==> config.mk <==
export PLATFORM = sky130hd
export DESIGN_NAME = i2c_cfg_sequencer
export DESIGN_NICKNAME = d
export VERILOG_FILES = /design/src/rtl/i2c_cfg_sequencer.sv
export SDC_FILE = /design/constraint.sdc
export NUM_CORES = 1
export LEC_CHECK = 0
export BUFFER_PORTS_ARGS = -buffer_cell sky130_fd_sc_hd__buf_2
export CAP_MARGIN = 20
export CORE_UTILIZATION = 35
export DETAILED_ROUTE_END_ITERATION = 7
export PLACE_DENSITY_LB_ADDON = 0.12
export SYNTH_ARGS = -nofsm -noshare
export SYNTH_HDL_FRONTEND = slang
export SYNTH_SLANG_ARGS = --single-unit
==> constraint.sdc <==
create_clock -name clk -period 2.9 [get_ports clk]
set_input_delay 0.29 -clock clk [delete_from_list [all_inputs] [get_ports clk]]
set_output_delay 0.29 -clock clk [all_outputs]
set_load 0.02 [all_outputs]
==> src/rtl/i2c_cfg_sequencer.sv <==
// i2c_cfg_sequencer: drives the single-transaction I2C wrapper for HDMI
// transmitter setup. It walks an external register table after reset or on
// start_init, then serves single host read/write requests between init runs.
// Optional macro I2C_INIT_VERIFY_EN: read back every init write and repeat the
// write until the readback matches (mismatches consume the retry budget).
module i2c_cfg_sequencer #(
  parameter logic [6:0] CHIP_ADDR      = 7'h39,
  parameter int         TABLE_LEN      = 32,
  parameter int         STARTUP_CYCLES = 1000,
  parameter int         MAX_RETRY      = 3
) (
  input  logic       clk,
  input  logic       reset,
  input  logic       start_init,
  output logic [5:0] tbl_idx,
  input  logic [7:0] tbl_reg,
  input  logic [7:0] tbl_val,
  input  logic       host_req,
  input  logic       host_is_read,
  input  logic [7:0] host_reg,
  input  logic [7:0] host_val,
  output logic       host_ack,
  output logic [7:0] host_rdata,
  output logic       host_err,
  output logic [6:0] i2c_chip_addr,
  output logic [7:0] i2c_reg_addr,
  output logic [7:0] i2c_value,
  output logic       i2c_enable,
  output logic       i2c_is_read,
  input  logic       i2c_done,
  input  logic [7:0] i2c_data,
  input  logic       i2c_ack_error,
  output logic       init_done,
  output logic       init_error
);

  typedef enum logic [2:0] {
    S_DELAY,
    S_INIT_ISSUE,
    S_INIT_WAIT,
    S_IDLE,
    S_HOST_ISSUE,
    S_HOST_WAIT
`ifdef I2C_INIT_VERIFY_EN
    ,
    S_VERIFY_ISSUE,
    S_VERIFY_WAIT
`endif
  } state_t;

  localparam logic [5:0]  LAST_IDX    = 6'(TABLE_LEN - 1);
  localparam logic [31:0] DELAY_LAST  = 32'(STARTUP_CYCLES - 1);
  localparam logic [2:0]  RETRY_LIMIT = 3'(MAX_RETRY);

  state_t      state, state_d;
  logic [31:0] delay_cnt, delay_d;
  logic [5:0]  idx_d;
  logic [2:0]  retry_cnt, retry_d;
  logic        armed, armed_d;
  logic        pending, pending_d;
  logic        enable_d, is_read_d;
  logic [7:0]  reg_d, value_d;
  logic        host_ack_d, host_err_d;
  logic [7:0]  host_rdata_d;
  logic        init_done_d, init_error_d;
  logic        entry_pass, entry_fail;
  logic        txn_done;

  // A transaction only counts as finished once done has been seen low after
  // the enable pulse; the stale done=1 from before the pulse is ignored.
  assign txn_done      = armed & i2c_done;
  assign i2c_chip_addr = CHIP_ADDR;

  // Next-state and next-output logic for the whole sequencer.
  always_comb begin
    state_d      = state;
    delay_d      = delay_cnt;
    idx_d        = tbl_idx;
    retry_d      = retry_cnt;
    armed_d      = armed;
    pending_d    = pending;
    enable_d     = 1'b0;
    is_read_d    = i2c_is_read;
    reg_d        = i2c_reg_addr;
    value_d      = i2c_value;
    host_ack_d   = 1'b0;
    host_rdata_d = host_rdata;
    host_err_d   = host_err;
    init_done_d  = init_done;
    init_error_d = init_error;
    entry_pass   = 1'b0;
    entry_fail   = 1'b0;

    if (start_init && state != S_IDLE && state != S_DELAY) begin
      pending_d = 1'b1;
    end

    case (state)
      S_DELAY: begin
        if (delay_cnt == DELAY_LAST) begin
          if (i2c_done) begin
            idx_d   = 6'd0;
            retry_d = 3'd0;
            state_d = S_INIT_ISSUE;
          end
        end else begin
          delay_d = delay_cnt + 32'd1;
        end
      end

      S_INIT_ISSUE: begin
        if (i2c_done) begin
          reg_d     = tbl_reg;
          value_d   = tbl_val;
          is_read_d = 1'b0;
          enable_d  = 1'b1;
          armed_d   = 1'b0;
          state_d   = S_INIT_WAIT;
        end
      end

      S_INIT_WAIT: begin
        if (!i2c_done) begin
          armed_d = 1'b1;
        end else if (txn_done) begin
          if (i2c_ack_error) begin
            entry_fail = 1'b1;
          end else begin
`ifdef I2C_INIT_VERIFY_EN
            state_d = S_VERIFY_ISSUE;
`else
            entry_pass = 1'b1;
`endif
          end
        end
      end

`ifdef I2C_INIT_VERIFY_EN
      S_VERIFY_ISSUE: begin
        if (i2c_done) begin
          reg_d     = tbl_reg;
          value_d   = tbl_val;
          is_read_d = 1'b1;
          enable_d  = 1'b1;
          armed_d   = 1'b0;
          state_d   = S_VERIFY_WAIT;
        end
      end

      S_VERIFY_WAIT: begin
        if (!i2c_done) begin
          armed_d = 1'b1;
        end else if (txn_done) begin
          if (i2c_ack_error || i2c_data != tbl_val) begin
            entry_fail = 1'b1;
          end else begin
            entry_pass = 1'b1;
          end
        end
      end
`endif

      S_IDLE: begin
        if (start_init || pending) begin
          pending_d    = 1'b0;
          init_done_d  = 1'b0;
          init_error_d = 1'b0;
          idx_d        = 6'd0;
          retry_d      = 3'd0;
          state_d      = S_INIT_ISSUE;
        end else if (host_req && !host_ack) begin
          state_d = S_HOST_ISSUE;
        end
      end

      S_HOST_ISSUE: begin
        if (i2c_done) begin
          reg_d     = host_reg;
          value_d   = host_val;
          is_read_d = host_is_read;
          enable_d  = 1'b1;
          armed_d   = 1'b0;
          state_d   = S_HOST_WAIT;
        end
      end

      S_HOST_WAIT: begin
        if (!i2c_done) begin
          armed_d = 1'b1;
        end else if (txn_done) begin
          host_rdata_d = i2c_data;
          host_err_d   = i2c_ack_error;
          host_ack_d   = 1'b1;
          state_d      = S_IDLE;
        end
      end

      default: state_d = S_DELAY;
    endcase

    if (entry_fail) begin
      if (retry_cnt < RETRY_LIMIT) begin
        retry_d = retry_cnt + 3'd1;
        state_d = S_INIT_ISSUE;
      end else begin
        init_error_d = 1'b1;
        state_d      = S_IDLE;
      end
    end else if (entry_pass) begin
      if (tbl_idx == LAST_IDX) begin
        init_done_d = 1'b1;
        state_d     = S_IDLE;
      end else begin
        idx_d   = tbl_idx + 6'd1;
        retry_d = 3'd0;
        state_d = S_INIT_ISSUE;
      end
    end
  end

  // State and output registers with synchronous active-low reset.
  always_ff @(posedge clk) begin
    if (!reset) begin
      state        <= S_DELAY;
      delay_cnt    <= 32'd0;
      tbl_idx      <= 6'd0;
      retry_cnt    <= 3'd0;
      armed        <= 1'b0;
      pending      <= 1'b0;
      i2c_enable   <= 1'b0;
      i2c_is_read  <= 1'b0;
      i2c_reg_addr <= 8'd0;
      i2c_value    <= 8'd0;
      host_ack     <= 1'b0;
      host_rdata   <= 8'd0;
      host_err     <= 1'b0;
      init_done    <= 1'b0;
      init_error   <= 1'b0;
    end else begin
      state        <= state_d;
      delay_cnt    <= delay_d;
      tbl_idx      <= idx_d;
      retry_cnt    <= retry_d;
      armed        <= armed_d;
      pending      <= pending_d;
      i2c_enable   <= enable_d;
      i2c_is_read  <= is_read_d;
      i2c_reg_addr <= reg_d;
      i2c_value    <= value_d;
      host_ack     <= host_ack_d;
      host_rdata   <= host_rdata_d;
      host_err     <= host_err_d;
      init_done    <= init_done_d;
      init_error   <= init_error_d;
    end
  end

endmodule

==> flow_metrics.env, run 1 <==
export IMPL_status="finished clean"
export IMPL_sequential_area_share_after_synthesis=0.426
export IMPL_yosys_most_used_dff="dfxtp_1"
export IMPL_drt_initial_drc_count=87
export IMPL_tritoncts_num_buffers=9
export IMPL_antenna_violating_nets_post_route=0
export IMPL_finish_instance_area_um2=4290
export IMPL_unrepaired_setup_endpoints_after_global_routing="no"
export IMPL_final_number_of_max_transition_violations=0
export IMPL_detail_route_vias_per_cell=4.93
export IMPL_fill_cells=1033
export IMPL_power_density_nw_per_um2=475
export IMPL_die_height_um=103
export IMPL_placed_area_um2=4080
export IMPL_synth_area_top_cells="dfxtp_1, mux2i_1, nor2_1"
export IMPL_via_count=3078
export IMPL_synthesis_area_um2=3570
export IMPL_finalWeightedCongestion=0.786
export IMPL_tightestPinTransition_ns=0.674
export IMPL_post_cts_resized_instances=0
export IMPL_timing_final_crit_share=0.735
export IMPL_end_kind="register"
export IMPL_fmax_mhz=469
export IMPL_grt_start_max_net_pins=40
export IMPL_place_port_buffers=82
export IMPL_std_cell_rows=36
export IMPL_antenna_found_initial=0
export IMPL_worst_setup_hold_path_clk_slew_ns=0.08
export IMPL_finalSetupViolCount=0
export IMPL_die_area_um2=10600
export IMPL_synth_edff_count=0
export IMPL_max_slew_margin=0.550
export IMPL_final_nets=537
export IMPL_drt_pass1_iterations=5
export IMPL_cts_hold_buf=0
export IMPL_drcViolationCount=0
export IMPL_min_delay_worst_type="primary input to register"
export IMPL_worst_setup_path_type="register to register"
export IMPL_grt_ovfl_total=0
export IMPL_max_vdd_ir_drop_v=0.000175
export IMPL_root_buffer="clkbuf_8"
export IMPL_cp_slowest_cell="dfxtp_1"
export IMPL_start_util=0.363
export IMPL_finalWirelength_mm=7.98
export IMPL_post_synth_top_area_fraction=0.426
export IMPL_synth_async_reset_ratio=0
export IMPL_cts_num_sinks=76
export IMPL_p_leak_nw=1.64
export IMPL_antenna_cells=0
export IMPL_cts_buffer_depth=2
export IMPL_clk_latency_ns=0.35
export IMPL_sum_of_negative_setup_slack_ns=0
export IMPL_max_cap_violations=0
export IMPL_maximum_fanout_along_the_worst_path=18
export IMPL_synth_most_common_cell="dfxtp_1"
export IMPL_cell_count_post_placement=609
export IMPL_cp_data_arrival_time_ns=2.42
export IMPL_crit_path_max_incr_delay_ns=0.50
export IMPL_grt_first_pass_wirelength_mm=13.1
export IMPL_drive_gt1_frac=0.226
export IMPL_data_required_time_at_the_worst_endpoint_ns=3.18
export IMPL_path_cells="or3_4 > nor3_1 > buf_4 > nand2_1 > or3_1 > a21oi_1"
export IMPL_syn_inst=410
export IMPL_groute_usage_overall=0.160
export IMPL_synthDistinctLibCells=48
export IMPL_register_area_um2=1520
export IMPL_postCtsSetupRepairBufs=0
export IMPL_post_dr_wirelength_cell_um=12.8
export IMPL_grt_pass1_vias=2808
export IMPL_avgSynthCellArea_um2=8.70
export IMPL_final_instance_count_without_filler_cells=624
export IMPL_h_tree_levels=3
export IMPL_timing_final_hold_violations=0
export IMPL_synth_top_cells_by_count="dfxtp_1, nor2_1, mux2i_1"
export IMPL_clock_skew_ns=0.00641
export IMPL_cts_tree="built"
export IMPL_top_level_ports=90
export IMPL_yosys_register_bits=76
export IMPL_core_area_um2=9820
export IMPL_setup_worst_path_start_class="register"
export IMPL_layout_stage_area_growth_over_the_synthesis_result_pct=20.2
export IMPL_hpwlAfterDp_mm=5.59
export IMPL_multi_input_area_um2=1890
export IMPL_synthDominantAreaCellType="dfxtp_1"
export IMPL_die_width_um=103
export IMPL_synthesis_yosys_warnings=0
export IMPL_final_min_clock_period_ns=2.13
routing by layer:
metal / global-route usage / share of wire / vias to the layer above
li1: - / - / 1593
met1: 0.208 / 0.50 / 1403
met2: 0.246 / 0.44 / 70
met3: 0.0373 / 0.043 / 12
met4: 0.0867 / 0.018 / 0
met5: 0 / 0 / -
cell families after synthesis:
group | after synthesis | share of synthesized area
AOI/OAI and AO/OA | 65 | 0.122
xor gates and xnor gates | 25 | 0.0614
muxes | 31 | 0.0870
other | 2 | 0.00210
buffers and inverters | 38 | 0.0508
adders and majority gates | 3 | 0.0105
and+or+nand+nor | 170 | 0.240
DFF | 76 | 0.426
path summary, 6_finish.rpt:
check                          endpoint  slack [ns]                  start  cells past startpoint
max          delay_cnt[31]$_SDFFE_PN0N_        0.77  state[0]$_SDFFE_PN0P_                      6
min          host_rdata[6]$_SDFFE_PN0P_        0.17            i2c_data[6]                      3
max reg2reg  delay_cnt[31]$_SDFFE_PN0N_        0.77  state[0]$_SDFFE_PN0P_                      6
min reg2reg       init_error$_SDFF_PN0_        0.46  init_error$_SDFF_PN0_                      2
flip-flops by register name, summed over array words and instances (netlist names), 3 cells and up:
name,cells
i2c_value,8
host_rdata,8
delay_cnt,32
retry_cnt,3
state,3
tbl_idx,6
i2c_reg_addr,8
critical path: cells and delay by family, from the launching register on:
family,cells,cell delay (ns)
AO/OA/AOI/OAI,1,0.14
AND/OR/NAND/NOR,4,1.21
buffers and inverters,1,0.21
flip-flops,1,0.50
metrics by stage:
step	hold WS (ns)	worst slack [ns]	util	total power, W
global route	0.168	0.554	0.437	0.00212
finish	0.172	0.767	0.437	0.00204
detailed placement	0.455	0.793	0.415	0.00116
floorplan	0.437	1.09	-	0.00113
global placement	0.449	0.831	0.415	0.00116
CTS	0.155	0.767	0.437	0.00207
final cells by class:
type                            instances  area share
Tap cell                              133      0.0388
Inverter                               10     0.00875
Sequential cell                        76       0.355
Clock buffer                           11      0.0330
Timing Repair Buffer                   89       0.108
Multi-Input combinational cell        301       0.440
Clock inverter                          4      0.0172
layout by cell type (no fill, tap or decap), drive strengths merged, types with 6 or more instances in the layout:
cell type   n
o21ai      10
o211ai      7
nand4      14
nor4        7
nand2b      6
clkbuf     11
a211oi     17
dfxtp      76
conb        7
or3         6
a21oi      11
xor2       16
nand3      20
nand2      25
and2        6
buf        89
nor3       10
xnor2       9
inv         9
mux2i      31
nor2       60
power breakdown:
part | switching [W] | leakage [nW] | internal, W | total [W]
combinational | 0.0000505 | 0.919 | 0.0000374 | 0.0000879
sequential | 0.00000384 | 0.612 | 0.00105 | 0.00105
clock | 0.000396 | 0.109 | 0.000504 | 0.000900
Note: power is estimated with default switching activity, not from simulation.
==> inputs of run 2 (changes only) <==
- clock period: 2.9 -> 1.8 ns (I/O delays scaled with it)
==> flow_metrics.env, run 2 (synthesis results as in run 1) <==
export IMPL_drcViolationCount=0
export IMPL_worst_setup_hold_path_clk_slew_ns=0.08
export IMPL_most_common_library_cell_in_the_layout_ignoring_fill_and_taps="buf_2"
export IMPL_std_cell_rows=36
export IMPL_worst_setup_path_type="register to register"
export IMPL_fill_cells=997
export IMPL_clock_skew_ns=0.00985
export IMPL_grt_start_max_net_pins=34
export IMPL_cts_buffer_depth=2
export IMPL_finalSetupViolCount=0
export IMPL_layout_stage_area_growth_over_the_synthesis_result_pct=28.9
export IMPL_total_switching_power_w=0.000723
export IMPL_finalWirelength_mm=8.27
export IMPL_grt_pass1_vias=2904
export IMPL_seq_power_share=0.531
export IMPL_antenna_found_initial=0
export IMPL_drive_gt1_frac=0.308
export IMPL_placed_area_um2=4290
export IMPL_cts_tree="built"
export IMPL_clk_latency_ns=0.35
export IMPL_grt_first_pass_wirelength_mm=13.6
export IMPL_top_register="delay_cnt"
export IMPL_antenna_violating_nets_post_route=0
export IMPL_die_height_um=103
export IMPL_power_share_switching=0.227
export IMPL_data_required_time_at_the_worst_endpoint_ns=2.09
export IMPL_final_nets=564
export IMPL_unrepaired_setup_endpoints_after_global_routing="yes"
export IMPL_finish_instance_area_um2=4600
export IMPL_core_area_um2=9820
export IMPL_post_dr_wirelength_cell_um=12.7
export IMPL_fmax_mhz=581
export IMPL_die_area_um2=10600
export IMPL_die_width_um=103
export IMPL_antenna_cells=0
export IMPL_register_area_um2=1530
export IMPL_largest_register_ff_count=32
export IMPL_tritoncts_num_buffers=9
export IMPL_timing_critical_path_to="delay_cnt[16]$_SDFFE_PN0N_"
export IMPL_final_cell_mix="buf_2, dfxtp_1, nor2_1"
export IMPL_comb_power_frac=0.047
export IMPL_power_density_nw_per_um2=693
export IMPL_final_min_clock_period_ns=1.72
export IMPL_worst_r2r_startpoint="state[0]$_SDFFE_PN0P_"
export IMPL_timing_final_crit_share=0.956
export IMPL_multi_input_area_um2=1970
export IMPL_drt_initial_drc_count=83
export IMPL_detail_route_vias_per_cell=4.94
export IMPL_min_delay_worst_type="primary input to register"
export IMPL_status="finished clean"
export IMPL_setup_worst_path_start_class="register"
export IMPL_groute_usage_overall=0.165
export IMPL_drt_pass1_iterations=4
export IMPL_via_count=3221
export IMPL_reg2reg_setup_slack_ns=0.08
export IMPL_crit_path_start="state[0]$_SDFFE_PN0P_"
export IMPL_finalWeightedCongestion=0.775
export IMPL_power_clock_fraction=0.422
export IMPL_timing_final_hold_violations=0
export IMPL_cp_data_arrival_time_ns=2.01
export IMPL_sum_of_negative_setup_slack_ns=0
export IMPL_top_level_ports=90
export IMPL_worst_hold_path_num_cells=3
export IMPL_end_kind="register"
export IMPL_cts_num_sinks=76
export IMPL_grt_ovfl_total=0
export IMPL_reg2reg_depth=5
export IMPL_max_cap_violations=0
export IMPL_place_ws_ns=0.0153
export IMPL_p_leak_nw=1.78
export IMPL_maximum_fanout_along_the_worst_path=5
export IMPL_finalWorstSetupSlack_ns=0.0790
export IMPL_intPower_w=0.00247
export IMPL_root_buffer="clkbuf_8"
export IMPL_max_vdd_ir_drop_v=0.000367
export IMPL_start_util=0.363
export IMPL_hold_ws_ns=0.0595
export IMPL_place_port_buffers=82
export IMPL_h_tree_levels=3
export IMPL_final_number_of_max_transition_violations=0
export IMPL_rr_endpoint="delay_cnt[16]$_SDFFE_PN0N_"
export IMPL_hpwlAfterDp_mm=5.86
run 2: area by class of cell:
type,count,share of cell area
tap,133,0.0362
clock inverter,4,0.0103
sequential,76,0.332
inverter,10,0.00816
timing repair buffer,116,0.151
clock buffer,12,0.0337
multi-input combinational,301,0.429
run 2: layer usage:
metal | routed length [um] | share of wire | up-vias | global-route usage
met5 | 0 | 0 | - | 0
met4 | 173 | 0.021 | 0 | 0.0910
met3 | 287 | 0.035 | 10 | 0.0305
met2 | 3760 | 0.45 | 61 | 0.258
met1 | 4050 | 0.49 | 1495 | 0.215
li1 | - | - | 1655 | -
run 2: how the worst min path moves through the flow:
stage,to,from
after detailed placement,host_rdata[2]$_SDFFE_PN0P_,i2c_data[2]
after global placement,host_rdata[0]$_SDFFE_PN0P_,i2c_data[0]
final,host_rdata[1]$_SDFFE_PN0P_,i2c_data[1]
after global routing,host_rdata[3]$_SDFFE_PN0P_,i2c_data[3]
after CTS,host_rdata[1]$_SDFFE_PN0P_,i2c_data[1]
after floorplan,host_rdata[0]$_SDFFE_PN0P_,i2c_data[0]
run 2: power groups by stage:
stage	Combinational (W)	Sequential, W	Clock, W
after global placement	0.000147	0.00173	0
after floorplan	0.0000883	0.00173	0
after global routing	0.000169	0.00169	0.00147
after detailed placement	0.000150	0.00173	0
after CTS	0.000150	0.00169	0.00141
final	0.000150	0.00169	0.00135
run 2: worst max-delay path, cell delays in order, from the launching register on:
cell     delay [ns]
dfxtp_1        0.34
or3_4          0.39
nor3_4         0.32
nand3_2        0.12
or4_1          0.42
nand2_1        0.07
run 2: timing repair:
action                     in CTS  in global routing
hold buffers                    0                  0
gates resized for setup         1                 21
gates cloned                    0                  0
setup buffers                   0                  2
setup endpoints to repair       1                 30
pin swaps                       0                  9
run 2: metrics by stage:
stage	total power (W)	instances	utilization
floorplan	0.00182	415	-
global placement	0.00188	634	0.437
detailed placement	0.00188	634	0.437
CTS	0.00325	650	0.458
global route	0.00333	652	0.468
finish	0.00319	652	0.468
==> inputs of run 3 (changes only) <==
- PLACE_DENSITY: not set -> 0.56
- PLACE_DENSITY_LB_ADDON: 0.12 -> not set
==> flow_metrics.env, run 3 (synthesis results as in run 1) <==
export IMPL_status="finished clean"
export IMPL_largest_register_ff_count=32
export IMPL_finalWirelength_mm=8.28
export IMPL_tightestPinTransition_ns=0.639
export IMPL_worst_setup_path_type="register to register"
export IMPL_grt_ovfl_total=0
export IMPL_std_cell_rows=36
export IMPL_die_area_um2=10600
export IMPL_place_port_buffers=82
export IMPL_grt_first_pass_wirelength_mm=13.5
export IMPL_root_buffer="clkbuf_8"
export IMPL_tritoncts_num_buffers=9
export IMPL_finalWeightedCongestion=0.774
export IMPL_cts_buffer_depth=2
export IMPL_maximum_fanout_along_the_worst_path=6
export IMPL_clk_latency_ns=0.35
export IMPL_cp_data_arrival_time_ns=2.01
export IMPL_detail_route_vias_per_cell=4.90
export IMPL_data_required_time_at_the_worst_endpoint_ns=2.08
export IMPL_h_tree_levels=3
export IMPL_start_util=0.363
export IMPL_finalWorstSetupSlack_ns=0.0767
export IMPL_clock_skew_ns=0.00987
export IMPL_final_number_of_max_transition_violations=0
export IMPL_antenna_cells=0
export IMPL_drcViolationCount=0
export IMPL_groute_usage_overall=0.164
export IMPL_grt_pass1_vias=2873
export IMPL_finalSetupViolCount=0
export IMPL_layout_stage_area_growth_over_the_synthesis_result_pct=28.1
export IMPL_drt_initial_drc_count=102
export IMPL_post_dr_wirelength_cell_um=12.7
export IMPL_max_slew_margin=0.574
export IMPL_final_min_clock_period_ns=1.72
export IMPL_power_density_nw_per_um2=656
export IMPL_p_leak_nw=1.78
export IMPL_via_count=3207
export IMPL_place_ws_ns=0.0138
export IMPL_path_cells="ha_2 > nor4bb_2 > nand4_1 > o21ai_2 > buf_6 > or4_1 > a21oi_2"
export IMPL_top_level_ports=90
export IMPL_total_power_w=0.00300
export IMPL_core_area_um2=9820
export IMPL_antenna_found_initial=0
export IMPL_most_common_library_cell_in_the_layout_ignoring_fill_and_taps="buf_2"
export IMPL_grt_start_max_net_pins=59
export IMPL_final_nets=566
export IMPL_fmax_mhz=580
export IMPL_worst_setup_hold_path_clk_slew_ns=0.08
export IMPL_max_vdd_ir_drop_v=0.000304
export IMPL_timing_final_crit_share=0.957
export IMPL_setup_worst_path_start_class="register"
export IMPL_min_delay_worst_type="primary input to register"
export IMPL_top_register="delay_cnt"
export IMPL_drive_gt1_frac=0.303
export IMPL_final_cell_mix="buf_2, dfxtp_1, nor2_1"
export IMPL_unrepaired_setup_endpoints_after_global_routing="yes"
export IMPL_critical_path_buf_inv_count=1
export IMPL_antenna_violating_nets_post_route=0
export IMPL_cts_tree="built"
export IMPL_cp_slowest_cell="or4_1"
export IMPL_cts_num_sinks=76
export IMPL_path_delay_family="simple AND/OR/NAND/NOR gates"
export IMPL_end_kind="register"
export IMPL_die_height_um=103
export IMPL_drt_pass1_iterations=4
export IMPL_die_width_um=103
export IMPL_hpwlAfterDp_mm=5.80
export IMPL_crit_path_max_incr_delay_ns=0.42
export IMPL_max_cap_violations=0
export IMPL_timing_final_hold_violations=0
## run 3: through the flow
| step | utilization | instance area (um2) | hold WS, ns | std cells | setup TNS (ns) |
|---|---|---|---|---|---|
| final | 0.466 | 4570 | 0.0640 | 654 | 0 |
| after global routing | 0.466 | 4570 | 0.0599 | 654 | -0.465 |
| after CTS | 0.454 | 4460 | 0.0570 | 649 | 0 |
| after detailed placement | 0.436 | 4290 | 0.428 | 632 | 0 |
| after global placement | 0.436 | 4290 | 0.418 | 632 | 0 |
| after floorplan | - | 3590 | 0.327 | 415 | 0 |
## run 3: routing by layer
metal  vias to the layer above  global-route usage  wire [um]
li1                       1650                   -          -
met5                         -                   0          0
met2                        44               0.270       4160
met3                         9              0.0386        211
met4                         0              0.0596        102
met1                      1504               0.209       3820
## run 3: worst register-to-register path, stage by stage (launching register included)
cell,delay (ns)
dfxtp_1,0.32
ha_2,0.20
nor4bb_2,0.16
nand4_1,0.16
o21ai_2,0.11
buf_6,0.15
or4_1,0.42
a21oi_2,0.15
## run 3: path summary, 6_finish.rpt
check,start,to,slack [ns],cells past startpoint
hold reg to reg,init_error$_SDFF_PN0_,init_error$_SDFF_PN0_,0.48,2
hold / removal,i2c_data[0],host_rdata[0]$_SDFFE_PN0P_,0.06,3
setup / recovery,delay_cnt[0]$_SDFFE_PN0N_,delay_cnt[5]$_SDFFE_PN0N_,0.08,7
setup reg to reg,delay_cnt[0]$_SDFFE_PN0N_,delay_cnt[5]$_SDFFE_PN0N_,0.08,7
## run 3: power breakdown
part           total [W]  switching [W]  internal (W)
combinational   0.000149      0.0000843     0.0000651
clock            0.00116       0.000628      0.000529
sequential       0.00169     0.00000588       0.00169
total            0.00300       0.000718       0.00228
## run 3: area by class of cell
type,instances,area (um2)
flip-flops and latches,76,1530
repair buffers,118,726
clock inverters,5,27.5
inverters,10,37.5
well taps,133,166
multi-input cells,301,1950
clock buffers,11,141
fillers,1033,5250
## run 3: repair_timing
item,CTS,global route
gates cloned,0,0
hold buffers,0,0
pin swaps,0,7
endpoints found under the setup margin,1,22
gates resized for setup,0,21
buffers inserted,1,5
